`src/rtl/cfg_chain_loader.sv`:
```
// rtl/cfg_chain_loader.sv - serializes bitstream words LSB-first into a CCFF scan chain
module cfg_chain_loader #(
  parameter int DATA_W    = 32,
  parameter int CHAIN_LEN = 2048,
  parameter int CNT_W     = 16
) (
  input  logic              prog_clk,
  input  logic              pReset_n,
  input  logic              start,
  input  logic              abort,
  input  logic [DATA_W-1:0] cfg_data,
  input  logic              cfg_valid,
  output logic              cfg_ready,
  output logic              ccff_head,
  output logic              ccff_shift_en,
  output logic              busy,
  output logic              done,
  output logic [CNT_W-1:0]  bit_count
);

  localparam int WL_W = $clog2(DATA_W + 1);
  localparam logic [CNT_W-1:0] CHAIN_LEN_C = CNT_W'(CHAIN_LEN);
  localparam logic [CNT_W-1:0] DATA_W_C    = CNT_W'(DATA_W);

  typedef enum logic [1:0] {IDLE, FETCH, SHIFT, DONE} state_t;

  state_t            state, state_nxt;
  logic [DATA_W-1:0] shreg;
  logic [WL_W-1:0]   word_left;
  logic [CNT_W-1:0]  remaining;
  logic [WL_W-1:0]   take;
  logic              last_bit;

  // The final word may be partial: only the bits still missing from the chain are shifted.
  assign remaining = CHAIN_LEN_C - bit_count;
  assign take      = (remaining < DATA_W_C) ? WL_W'(remaining) : WL_W'(DATA_W);
  assign last_bit  = (bit_count + CNT_W'(1)) == CHAIN_LEN_C;

  always_comb begin
    state_nxt     = state;
    cfg_ready     = 1'b0;
    ccff_shift_en = (state == SHIFT);
    ccff_head     = (state == SHIFT) && shreg[0];
    busy          = (state == FETCH) || (state == SHIFT);
    done          = (state == DONE);
    case (state)
      IDLE, DONE: begin
        if (start) state_nxt = FETCH;
      end
      FETCH: begin
        cfg_ready = !abort;
        if (cfg_valid) state_nxt = SHIFT;
      end
      SHIFT: begin
        if (word_left == WL_W'(1)) state_nxt = last_bit ? DONE : FETCH;
      end
      default: state_nxt = IDLE;
    endcase
    if (abort) state_nxt = IDLE;
  end

  always_ff @(posedge prog_clk) begin
    if (!pReset_n) begin
      state     <= IDLE;
      shreg     <= '0;
      word_left <= '0;
      bit_count <= '0;
    end else begin
      state <= state_nxt;
      case (state)
        IDLE, DONE: begin
          if (start && !abort) bit_count <= '0;
        end
        FETCH: begin
          if (cfg_valid && cfg_ready) begin
            shreg     <= cfg_data;
            word_left <= take;
          end
        end
        // The bit on ccff_head this cycle is committed to the chain even if abort is seen.
        SHIFT: begin
          shreg     <= shreg >> 1;
          bit_count <= bit_count + CNT_W'(1);
          word_left <= word_left - WL_W'(1);
        end
        default: ;
      endcase
    end
  end

endmodule

```
`config.mk`:
```
export PLATFORM = sky130hd
export DESIGN_NAME = cfg_chain_loader
export DESIGN_NICKNAME = d
export VERILOG_FILES = /design/src/rtl/cfg_chain_loader.sv
export SDC_FILE = /design/constraint.sdc
export NUM_CORES = 1
export LEC_CHECK = 0
export CAP_MARGIN = 20
export CORE_ASPECT_RATIO = 2
export CORE_UTILIZATION = 50
export DETAILED_ROUTE_END_ITERATION = 16
export PLACE_DENSITY = 0.76
export SETUP_SLACK_MARGIN = 0.5
export SLEW_MARGIN = 20
export SYNTH_ARGS = -nofsm -noshare
export SYNTH_HDL_FRONTEND = slang
export SYNTH_SLANG_ARGS = --single-unit
```
`constraint.sdc`:
```
create_clock -name prog_clk -period 3.7 [get_ports prog_clk]
set_input_delay 0.37 -clock prog_clk [delete_from_list [all_inputs] [get_ports prog_clk]]
set_output_delay 0.37 -clock prog_clk [all_outputs]
set_load 0.02 [all_outputs]
```
* Word level (Yosys, flattened, before mapping)
Index checks and enable logic that the tools add are counted.
** Operators by class
- Bitwise operators :: 1
- Reduce and logical (&&, ||, !) cells :: 13
- $lt $le $gt $ge :: 1
- Eq/ne operators :: 10
- Mux-type cells :: 13
- $add $sub $neg :: 3
** Operators by type and width (number)
- $pmux 32 s2 :: 1
- $mux 32 :: 1
- $pmux 16 s2 :: 1
- $add 16x1->16 const B :: 1
- $eq 16x12->1 const B :: 1
- $lt 16x6->1 const B :: 1
- $mux 16 :: 1
- $sub 12x16->16 const A :: 1
- $mux 6 :: 2
- $pmux 6 s2 :: 1
- $mux 2 :: 4
- $eq 6x1->1 const B :: 1
- $ne 2x2->1 const B :: 3
- $pmux 2 s3 :: 1
- $sub 6x1->6 const B :: 1
- $eq 2x2->1 const B :: 2
- $ne 2x1->1 const B :: 2
- $reduce_and 2->1 :: 2
- $reduce_bool 2->1 :: 2
- $reduce_or 2->1 :: 2
- $logic_and 1x1->1 :: 3
- $reduce_and 3->1 :: 1
- $eq 2x1->1 const B :: 1
- $logic_not 2->1 :: 1
- 4 further kinds :: 4
** Word-level totals
- Bits of input ports :: 37
- Output and inout bits :: 21
- Logic and storage cells :: 45
- Flip-flop bits (word level) :: 56

* Longest topological paths before layout
- Word-level depth :: 5
- Mapped depth :: 9
- Mapped depth without buffers :: 7

* Least setup slack after synthesis
Ideal clock, no wire load.
- Kind :: reg-to-reg
- Start point :: reg bit_count[0]
- End point :: reg word_left[5]
- Clock period less this slack :: 2336 ps
- Library setup time :: 125 ps
- Stages on the path, launching flop included :: 8
- Required time :: 3575 ps
- Arrival time :: 2211 ps
- Path buffers :: 0
- Setup slack :: 1364 ps
- Path through :: dfxtp_1 -> inv_1 -> ha_1 -> nor3b_1 -> o32a_1 -> a2111oi_0 -> nand4_1 -> o41a_1
** On the way
- Cells in the longest elaborated chain, start to end :: 5
** Ends and longest elaborated chain
- start: declaration :: RTL line 18 : output logic [CNT_W-1:0] bit_count
- start signal: assignment :: RTL line 83 : bit_count <= bit_count + CNT_W'(1);
- $sub 12x16->16 * :: RTL line 35 : assign remaining = CHAIN_LEN_C - bit_count;
- $lt 16x6->1 :: RTL line 36 : assign take = (remaining < DATA_W_C) ? WL_W'(remaining) : WL_W'(DATA_W);
- $mux 6 * :: RTL line 36
- $mux 6 * :: RTL line 75 : if (cfg_valid && cfg_ready) begin
- $pmux 6 s2 * :: RTL line 70 : case (state)
- end signal: assignment :: RTL line 77 : word_left <= take;
- end signal: assignment :: RTL line 84 : word_left <= word_left - WL_W'(1);
- end: declaration :: RTL line 29 : logic [WL_W-1:0] word_left;
Mark *: on every way between the ends. The rest lies on a longest branch, timed or not. The select of a mux whose other input is x is not followed.
A chain may end at the register's enable or synchronous reset.

* Worst setup path after layout
- Start point :: reg state[1]
- End point :: out ccff_shift_en
** On the way
- Cells in the longest elaborated chain, start to end :: 1
** Ends and longest elaborated chain
- start: declaration :: RTL line 27 : state_t state, state_nxt;
- start signal: assignment :: RTL line 69 : state <= state_nxt;
- $eq 2x2->1 :: RTL line 42 : ccff_shift_en = (state == SHIFT);
- end: declaration :: RTL line 15 : output logic ccff_shift_en,
Every way passes these cells.

==> results.md <==
- Critical Path End Type: primary output
- Clock slew at reported path FFs: about 0.07 ns
- Power per cell area: approximately 310 mW/mm²
- First-pass GRT wire length: about 15 mm
- Yosys reg bits: 56
- CP top delay family: buffers and inverters
- Worst vdd ir: around 0.36 mV
- Complex-gate fraction of the synthesized area: 0.247
- Vias: ~3,300
- DRT iter0 DRCs: approximately 270
- Register area: around 0.0011 mm²
- Worst EP arrival: 2.51 ns
- CTS root buffer: clkbuf_16
- Area Growth Syn to Fin: 21.8%
- R2r setup slk: between 0.9 and 1 ns
- GP Congestion: ~0.89
- Setup TNS: 0 ns
- H-tree Lvls: 2
- Leak Pwr: 0.00133 µW
- Hold wc startpoint: shreg[31]
- Hold Crit Class: reg -> reg
- CP cell instances: ha_2 > buf_4 > clkdlybuf4s50_1
- IO Port Bufs: 57
- # rows: 42
- Vias in the first global route: approximately 3,200
- Xor/xnor cell area share of the yosys netlist: 0.0153
- Fin util: 0.634
- First-pass iteration count of the detailed router: 6
- Max_slew headroom: 0.380
- Gr ovfl total: 0
- Outcome: finished clean
- CTS Buf Count: 5
- Post-synthesis simple-gate area fraction: 0.220
- Cts hold-fix bufs: 0
- FF-to-FF Start: bit_count[0]
- Die Height: about 120 µm
- Skew final: 0.00590 ns
- Multiplexer share of the synthesized area: 0.0988
- Final Hold Fails: 0
- Number of flops mapped to enable cells by yosys: 0
- Total GRT Usage: 0.268
- # fillers: between 500 and 600
- Post-Syn Area per Cell: just over 8 µm²
- Initial antenna violation count: 0
- Die area: between 0.007 and 0.008 mm²
- Worst hold stages: 2
- R2R Path End: word_left[5]
- Seq/Total Area, Yosys: 0.325
- Period minus WS final: roughly 2.9 ns
- Synth top area share: 0.325
- Post-Synthesis Cells: about 430
- PostCTS Resize Cnt: 0
- Post-CTS Setup Inserts: 0
- Synth top area cells: dfxtp_1, mux2i_1, a211oi_1, nor2_1, a21oi_1
- Final net count: 502
- Max Cap Viol: 0
- Clock Sinks: 56
- Multi-input gate area: between 0.002 and 0.0025 mm²
- Worst setup SP type: flop
- Routed WL: around 9 mm
- Die Width: 60.7 µm
- Async set-reset flop share out of synthesis: 0
- Slew @ Worst Pin: a little over 0.9 ns
- Worst EP required: approximately 3.3 ns
- Setup CP Type: reg -> out
- Clock Latency Late Sink: roughly 0.30 ns
- IO Count: 58
- Final setup violation count: 0
- DP Wirelength: around 6.4 mm
- Post-route ant nets: 0
- Drt wl/cell: roughly 16 µm
- Fmax: around 0.35 GHz
- Biggest cell delay along the critical path: roughly 0.7 ns
- Synth Flop Type: dfxtp_1
- Largest family of logic cells by synthesized area: compound AO/OA/AOI/OAI gates
- Critical path buffer and inverter count: 2
- N_diodes: 0
- Period utilization: 0.779
- Crit-path max FO: 38
- DRC Markers: 0
- Yosys warns: 0
- Mapped Area: ~0.0034 mm²
- Net Count, Synth: between 400 and 500
- Post-synthesis cell type count: 55
- CP max stage cell: clkdlybuf4s50_1
- Worst Hold Path EP: shreg[31]
- Pre-CTS setup slack: 1.05 ns
- Fin. max-slew vios: 0
- Clk buf depth: 2
- RSZ-0062 raised after global routing: no
- Clock tree from TritonCTS: built
- Largest net degree at the start of global routing: 42
- R2R depth: 7
- Initial core utilization: 0.520
- Core ar.: around 0.0066 mm²
- Post-Synth Adder-Cell Area: 0.0290
- Total power draw: 1310 µW
- Count leader, synth: dfxtp_1
- Synth top cells by count: dfxtp_1, nor2_1, a211oi_1, mux2i_1, clkbuf_1
- Synth area leader: dfxtp_1
- Vias/cell: between 6 and 7
- Setup WS post-layout: roughly 0.82 ns
- Share of cells above drive strength 1: 0.0502
[power breakdown]
part | internal [µW] | leakage (µW) | switching (µW)
clock network | 357 | 0.0000901 | 221
registers | 615 | 0.000453 | 7.29
logic | 61.5 | 0.000785 | 52.1
[cell type report]
type | instances | area share
Tap cell | 88 | 0.0262
Clock buffer | 7 | 0.0364
Inverter | 17 | 0.0152
Timing Repair Buffer | 63 | 0.147
Sequential cell | 56 | 0.267
Multi-Input combinational cell | 314 | 0.501
Clock inverter | 1 | 0.00716
[kinds of logic (layout without fill, tap and decap cells)]
group / Yosys count / count (layout)
AO/OA/AOI/OAI: 123 / 123
XOR/XNOR: 6 / 6
adder cells (fa/ha/maj): 8 / 8
buffers and inverters: 57 / 88
flip-flops: 56 / 56
multiplexers: 34 / 34
AND/OR/NAND/NOR: 143 / 143
[registers in the layout (all words and copies together) (netlist names)]
signal,flops
shreg,32
bit_count,16
word_left,6
state,2
[metal layers]
layer | wire length, µm | share of wire | track usage
met4 | 389 | 0.044 | 0.153
met2 | 4900 | 0.55 | 0.470
met1 | 3300 | 0.37 | 0.289
met3 | 330 | 0.037 | 0.0391
met5 | 0 | 0 | 0
[worst max path at each step]
| stage | startpoint | endpoint | slack [ns] | cells after the start |
|---|---|---|---|---|
| after detailed placement | bit_count[0] | word_left[5] | 1.05 | 7 |
| after floorplan | bit_count[0] | word_left[5] | 1.36 | 7 |
| after global placement | bit_count[0] | word_left[5] | 1.12 | 7 |
| final | state[1] | ccff_shift_en | 0.82 | 3 |
| after CTS | state[1] | ccff_shift_en | 0.81 | 3 |
| after global routing | state[1] | ccff_shift_en | 0.69 | 3 |
[metrics by stage]
step                      hold slack (ns)  cell area (µm²)  instances
after floorplan                     0.432             3450        427
after global placement              0.450             4010        538
after detailed placement            0.450             4010        538
after CTS                           0.464             4200        546
after global routing                0.468             4200        546
final                               0.460             4200        546
[cell usage in the layout, fill, tap and decap left out, types with 3 or more instances in the layout]
master	netlist	layout
mux2i_1	34	34
a31oi_1	4	4
nor4_1	6	6
nand2_1	11	11
a211oi_1	34	34
a311o_1	3	3
a21o_1	4	4
or2_2	3	3
nand2b_1	4	4
ha_1	8	7
and3_1	4	4
o21a_1	5	5
a2bb2oi_1	4	4
a21oi_1	26	26
nor3b_1	4	4
clkbuf_16	0	5
nor2b_1	9	9
dfxtp_1	56	56
nor2_1	48	48
buf_4	0	6
and2_1	5	5
nand4_1	6	6
nor3_1	13	13
o2111ai_1	3	3
inv_1	17	17
o21ai_0	17	17
o22ai_1	3	3
o31ai_1	3	3
clkdlybuf4s50_1	0	57
xnor2_1	5	5
or3_1	3	3
nand3_1	15	15
[tightest hold or removal path, stage by stage (launching register included)]
cell and delay, ns:
dfxtp_1 0.31, nand2_1 0.05, a21oi_1 0.05
Power figures use the tool's default switching activity.
